$ cat src/rtl/frame_dispatch_pkg.sv
// rtl/frame_dispatch_pkg.sv - shared types and defaults for frame_dispatch
package frame_dispatch_pkg;

  typedef enum logic [1:0] {
    IDLE   = 2'd0,
    DECODE = 2'd1,
    WRITE  = 2'd2,
    DROP   = 2'd3
  } state_t;

  localparam int DROP_CNT_W     = 16;
  localparam int DEF_ADDR_LSB   = 24;
  localparam int DEF_ADDR_WIDTH = 8;

endpackage

$ cat src/rtl/frame_dispatch_addr_match_enc.sv
// rtl/frame_dispatch_addr_match_enc.sv - lowest-index-wins one-hot encoder for address matches
module addr_match_enc #(
  parameter int N = 5
) (
  input  logic [N-1:0] match,
  output logic [N-1:0] onehot,
  output logic         found
);

  // Two's-complement trick isolates the lowest set bit.
  assign onehot = match & (~match + N'(1));
  assign found  = |match;

endmodule

$ cat src/rtl/frame_dispatch.sv
// rtl/frame_dispatch.sv - routes frames to switch FIFOs by address; FRAME_DROP_CNT_EN adds drop_cnt
module frame_dispatch
  import frame_dispatch_pkg::*;
#(
  parameter int NUM_SW_INST = 5,
  parameter int FRAME_WIDTH = 32,
  parameter int ADDR_LSB    = DEF_ADDR_LSB,
  parameter int ADDR_WIDTH  = DEF_ADDR_WIDTH
) (
  input  logic                              clk,
  input  logic                              rst_n,
  input  logic [FRAME_WIDTH-1:0]            frame_in,
  input  logic                              frame_valid_in,
  output logic                              frame_ready_out,
  input  logic [NUM_SW_INST*ADDR_WIDTH-1:0] sw_addr_cfg,
  input  logic [NUM_SW_INST-1:0]            fifo_full,
  output logic [NUM_SW_INST-1:0]            wr_sel,
  output logic [FRAME_WIDTH-1:0]            frame_out,
  output logic                              busy
`ifdef FRAME_DROP_CNT_EN
  ,
  output logic [DROP_CNT_W-1:0]             drop_cnt
`endif
);

  state_t                 state;
  logic [NUM_SW_INST-1:0] target;
  logic [NUM_SW_INST-1:0] match;
  logic [NUM_SW_INST-1:0] match_onehot;
  logic                   match_found;

  always_comb begin
    match = '0;
    for (int i = 0; i < NUM_SW_INST; i++) begin
      match[i] = (frame_out[ADDR_LSB +: ADDR_WIDTH] == sw_addr_cfg[i*ADDR_WIDTH +: ADDR_WIDTH]);
    end
  end

  addr_match_enc #(.N(NUM_SW_INST)) u_enc (
    .match  (match),
    .onehot (match_onehot),
    .found  (match_found)
  );

  // Strobe follows fifo_full combinationally so the write lands in the cycle the target frees up.
  assign wr_sel = (rst_n && state == WRITE && (target & fifo_full) == '0) ? target : '0;
  assign frame_ready_out = rst_n && (state == IDLE);
  assign busy            = rst_n && (state != IDLE);

  always_ff @(posedge clk) begin
    if (!rst_n) begin
      state     <= IDLE;
      frame_out <= '0;
      target    <= '0;
`ifdef FRAME_DROP_CNT_EN
      drop_cnt  <= '0;
`endif
    end else begin
      case (state)
        IDLE: begin
          if (frame_valid_in) begin
            frame_out <= frame_in;
            state     <= DECODE;
          end
        end
        DECODE: begin
          target <= match_onehot;
          if (match_found) begin
            state <= WRITE;
          end else begin
            state <= DROP;
`ifdef FRAME_DROP_CNT_EN
            if (drop_cnt != '1) drop_cnt <= drop_cnt + 1'b1;
`endif
          end
        end
        WRITE: begin
          if ((target & fifo_full) == '0) state <= IDLE;
        end
        DROP:    state <= IDLE;
        default: state <= IDLE;
      endcase
    end
  end

endmodule

$ cat config.mk
export PLATFORM = sky130hd
export DESIGN_NAME = frame_dispatch
export DESIGN_NICKNAME = d
export VERILOG_FILES = /design/src/rtl/frame_dispatch_pkg.sv /design/src/rtl/frame_dispatch_addr_match_enc.sv /design/src/rtl/frame_dispatch.sv
export SDC_FILE = /design/constraint.sdc
export NUM_CORES = 1
export LEC_CHECK = 0
export CAP_MARGIN = 5
export CORE_MARGIN = 2
export CORE_UTILIZATION = 30
export DETAILED_ROUTE_END_ITERATION = 8
export HOLD_SLACK_MARGIN = 0.12
export PLACE_DENSITY_LB_ADDON = 0.3
export SYNTH_ARGS = -nofsm -noshare
export SYNTH_HDL_FRONTEND = slang
export SYNTH_HIERARCHICAL = 1
export SYNTH_SLANG_ARGS = --single-unit
$ cat constraint.sdc
create_clock -name clk -period 1.55 [get_ports clk]
set_clock_uncertainty 0.05 [all_clocks]
set_input_delay 0.155 -clock clk [delete_from_list [all_inputs] [get_ports clk]]
set_output_delay 0.155 -clock clk [all_outputs]
set_load 0.05 [all_outputs]
==> results.md <==
Run status:
- The run finished, with violations left.
- The final reports fail on negative setup slack.

Layout:
- The number of standard cells in the final layout excluding fillers is approximately 480.
- The net count of the finished layout is around 460.
- The area added between synthesis and finish is 81.3%.
- The fraction of final layout cells with drive strength greater than 1 is around 28%.
- The antenna diode count is 0.

Synthesis:
- The share of the synthesized area in the top cell type is 37.1%.
- The average size of a mapped cell is 8.46 µm².
- By area the synthesized netlist is led by dfxtp_1 (37%), xnor2_1 (17%), nand2_1 (12%).
- Summing the sequential cell areas from Yosys gives between 30 and 40% of the chip area.
- During synthesis, Yosys emitted a total of 6 warnings.
- The total nets after synthesis is approximately 330.
- Of all cell types, the one taking the most synthesized area is dfxtp_1.
- The synthesized netlist occupies a cell area of about 0.0021 mm².
- The cell count after synthesis came out at 249.
- The synthesized design contains 39 register bits.
- The distinct cell type count of the synthesized netlist is 28.

Clocking:
- The clock tree from TritonCTS is done.
- The later pin in the worst-skew pair is clocked with a latency of between 200 and 300 ps.
- The H-tree was split into 2 levels.
- The number of hold buffers added after CTS was 0.
- Clock tree synthesis inserted a total of 5 buffers.
- The clock tree root driver cell is clkbuf_8.
- The count of clock tree sinks is 39.
- Counting along the longest clock path gives a buffer depth of 2.
- After clock tree synthesis, the clock-pin slew on the worst setup and hold paths is ~70 ps.

Timing:
- In this run the tightest slew margin relative to its limit is 75.5%.
- Setup repair after global routing could not meet its margin everywhere.
- For this run, the top clock speed supported by timing is about 560 MHz.
- Summed over all failing endpoints, the final setup total negative slack is -1050 ps.
- The number of hold violations in the final report is 0.
- After layout, the minimum clock period comes to around 1800 ps.
- After layout, the worst path uses 114% of the clock period.
- The number of max-slew violations in the final report is 0.
- The slew at the pin with the worst max-slew slack is around 370 ps.
- Setup violations remaining at the end of the flow were counted as 5.
- In the post-route analysis, the smallest setup slack over all paths is -221 ps.
- The worst hold slack is roughly 350 ps.

Min path:
- The beginning of the worst hold path is frame_in[28].
- The worst hold-check path type is input pin to flip-flop.

Detailed routing:
- The first-iteration detailed-routing DRC count is 63.
- After detailed routing, the number of remaining DRC violations is 0.
- The first-pass iteration count of the detailed router is 4.
- The via count normalized by instance count is about 4.5.
- Dividing the detail-routed wire length by the instance count gives 13.0 µm.
- After detailed routing, the total wire length is a little over 6000 µm.
- The count of nets left with antenna violations after detail routing is 0.
- The overall via count from detail_route is ~2,100.

Floorplanning:
- After floorplanning, the core was sized to cover ~0.0068 mm².
- For this configuration, the core starts out at a cell density of 31.0%.
- The die covers ~0.0077 mm².
- The die width is between 80 and 90 µm.
- The height of the die is 87.8 µm.
- The floorplan has 30 rows.
- The count of boundary I/O pins is roughly 120.

Worst setup path:
- At the worst endpoint, the arrival time is roughly 1600 ps.
- The signal on the critical path passes through a222oi_1 > and3_4 > and2_4 > buf_12.
- The startpoint type of the worst setup path is a flip-flop.
- In this run the critical register-to-register path is launched from frame_out[27].
- The number of buffers and inverters on the critical path is 1.
- The standard cell with the maximum stage delay on the critical path is a222oi_1.
- The startpoint of the most critical setup path is target[3].
- The largest driver fanout on the critical path is 5.
- STA classifies the critical path endpoint as a primary output.
- The largest stage delay on the critical path is 380 ps.
- Data on the critical path is required at its endpoint by 1340 ps.
- The critical path in this run is classified as flip-flop to primary output.
- On the critical path the largest part of the delay comes from simple AND/OR/NAND/NOR gates.

Global route:
- Global routing finished with a remaining overflow of 0.
- The number of global-route vias before repair came to between 2,000 and 2,500.
- Global routing used 15.6% of the available tracks across all layers.
- The number of antenna violations at the first check in global routing is 0.
- The first global-routing pass estimated about 9500 µm of wire.
- Entering global routing, the biggest net connects 23 pins.

Placed design:
- Including well taps, the total number of placed cells is approximately 460.
- The count of input and output buffers is between 100 and 150.
- The detailed placement HPWL is between 4000 and 5000 µm.
- The weighted congestion at the end of routability-driven global placement is roughly 0.73.
- The post-place setup slack is -271 ps.

Run:
- The number of max-capacitance violations reported is 0.

Power and ir drop:
- The leakage dissipation is approximately 1.5 nW.
- IR analysis of the VDD net gives a maximum drop of between 0.5 and 0.6 mV.
- Dividing total power by cell area gives a power density of approximately 760 mW/mm².
-- layer usage --
metal	GRT usage (%)	part of all wire, %	up-vias
li1	-	-	1064
met1	19.6	42	987
met2	26.4	49	76
met3	4.71	8.2	5
met4	3.36	0.74	0
met5	0	0	-
-- registers in the layout, indices dropped and copies added (netlist names) --
register,cells
frame_out,32
target,5
state,2
-- final timing paths --
| kind | slack [ps] | endpoint | cells past startpoint |
|---|---|---|---|
| max | -220 | wr_sel[4] | 4 |
| min | 350 | frame_out[28] | 3 |
| max reg2reg | 20 | state[0] | 8 |
| min reg2reg | 400 | frame_out[22] | 2 |
-- placed cells by master (no fill, tap or decap), types with 2 or more instances in the layout --
master,count
nor2b_1,5
nand2_1,65
clkdlybuf4s50_1,79
xnor2_1,32
dfxtp_1,30
dfxtp_4,8
mux2i_1,6
buf_6,3
xnor2_2,8
buf_12,10
nor2_4,3
nand2b_1,2
a21boi_1,30
nand4_1,10
a21boi_0,2
buf_4,53
clkbuf_8,6
nor3b_4,2
nor2_2,2
and2_4,5
-- cell families after synthesis --
family,Yosys count,share of synthesized area [%]
DFF,39,37.1
muxes,6,2.85
buffers and inverters,24,6.71
AOI/OAI and AO/OA,36,12.9
and+or+nand+nor,103,23.4
xor gates and xnor gates,41,17.1
-- layout make-up --
class                      instances  area (µm²)
inverter                           1        3.75
tap                               96         120
fill                             655        2980
multi-input combinational        186        1340
timing repair buffer             145        1420
clock inverter                     2        35.0
clock buffer                       6        82.6
sequential                        39         812
-- synthesized netlist by cell type (all sizes together) --
cell and instances:
clkbuf 4, mux2i 6, a21boi 32, nand4 10
nand2b 2, and2 6, nor2 5, and3b 1
nand2 65, nor4 1, xnor2 40, dfxtp 39
buf 19, nor3b 4, o21a 1, inv 1
xor2 1, or3b 1, nor2b 6, nor4b 1
and3 1, a222oi 1, a31oi 1, a22oi 1
-- per-stage QoR --
| step | cell area, µm² | util (%) | total power (W) |
|---|---|---|---|
| after CTS | 3630 | 53.5 | 0.00289 |
| final | 3820 | 56.2 | 0.00290 |
| after global routing | 3820 | 56.2 | 0.00302 |
| after global placement | 3480 | 51.3 | 0.00199 |
| after floorplan | 2180 | - | 0.00162 |
| after detailed placement | 3480 | 51.3 | 0.00200 |
-- worst register-to-register path, delay by kind of cell (launching register included) --
kind                      cells  cell delay [ps]
xor gates and xnor gates      1              150
buffers and inverters         1               60
DFF                           1              390
muxes                         1               60
and+or+nand+nor               5              740
-- report_power, final --
group	internal (W)	total (W)	switching, W	leakage, nW
sequential	0.00105	0.00112	0.0000640	0.325
combinational	0.000467	0.000901	0.000434	1.11
clock	0.000521	0.000878	0.000357	0.0612
total	0.00204	0.00290	0.000855	1.50
-- what timing repair did --
| item | 4_1_cts | 5_1_grt |
|---|---|---|
| resized for setup | 8 | 23 |
| pin swaps | 3 | 16 |
| buffers inserted | 1 | 7 |
| setup endpoints to repair | 7 | 11 |
Note: power is estimated with default switching activity, not from simulation.
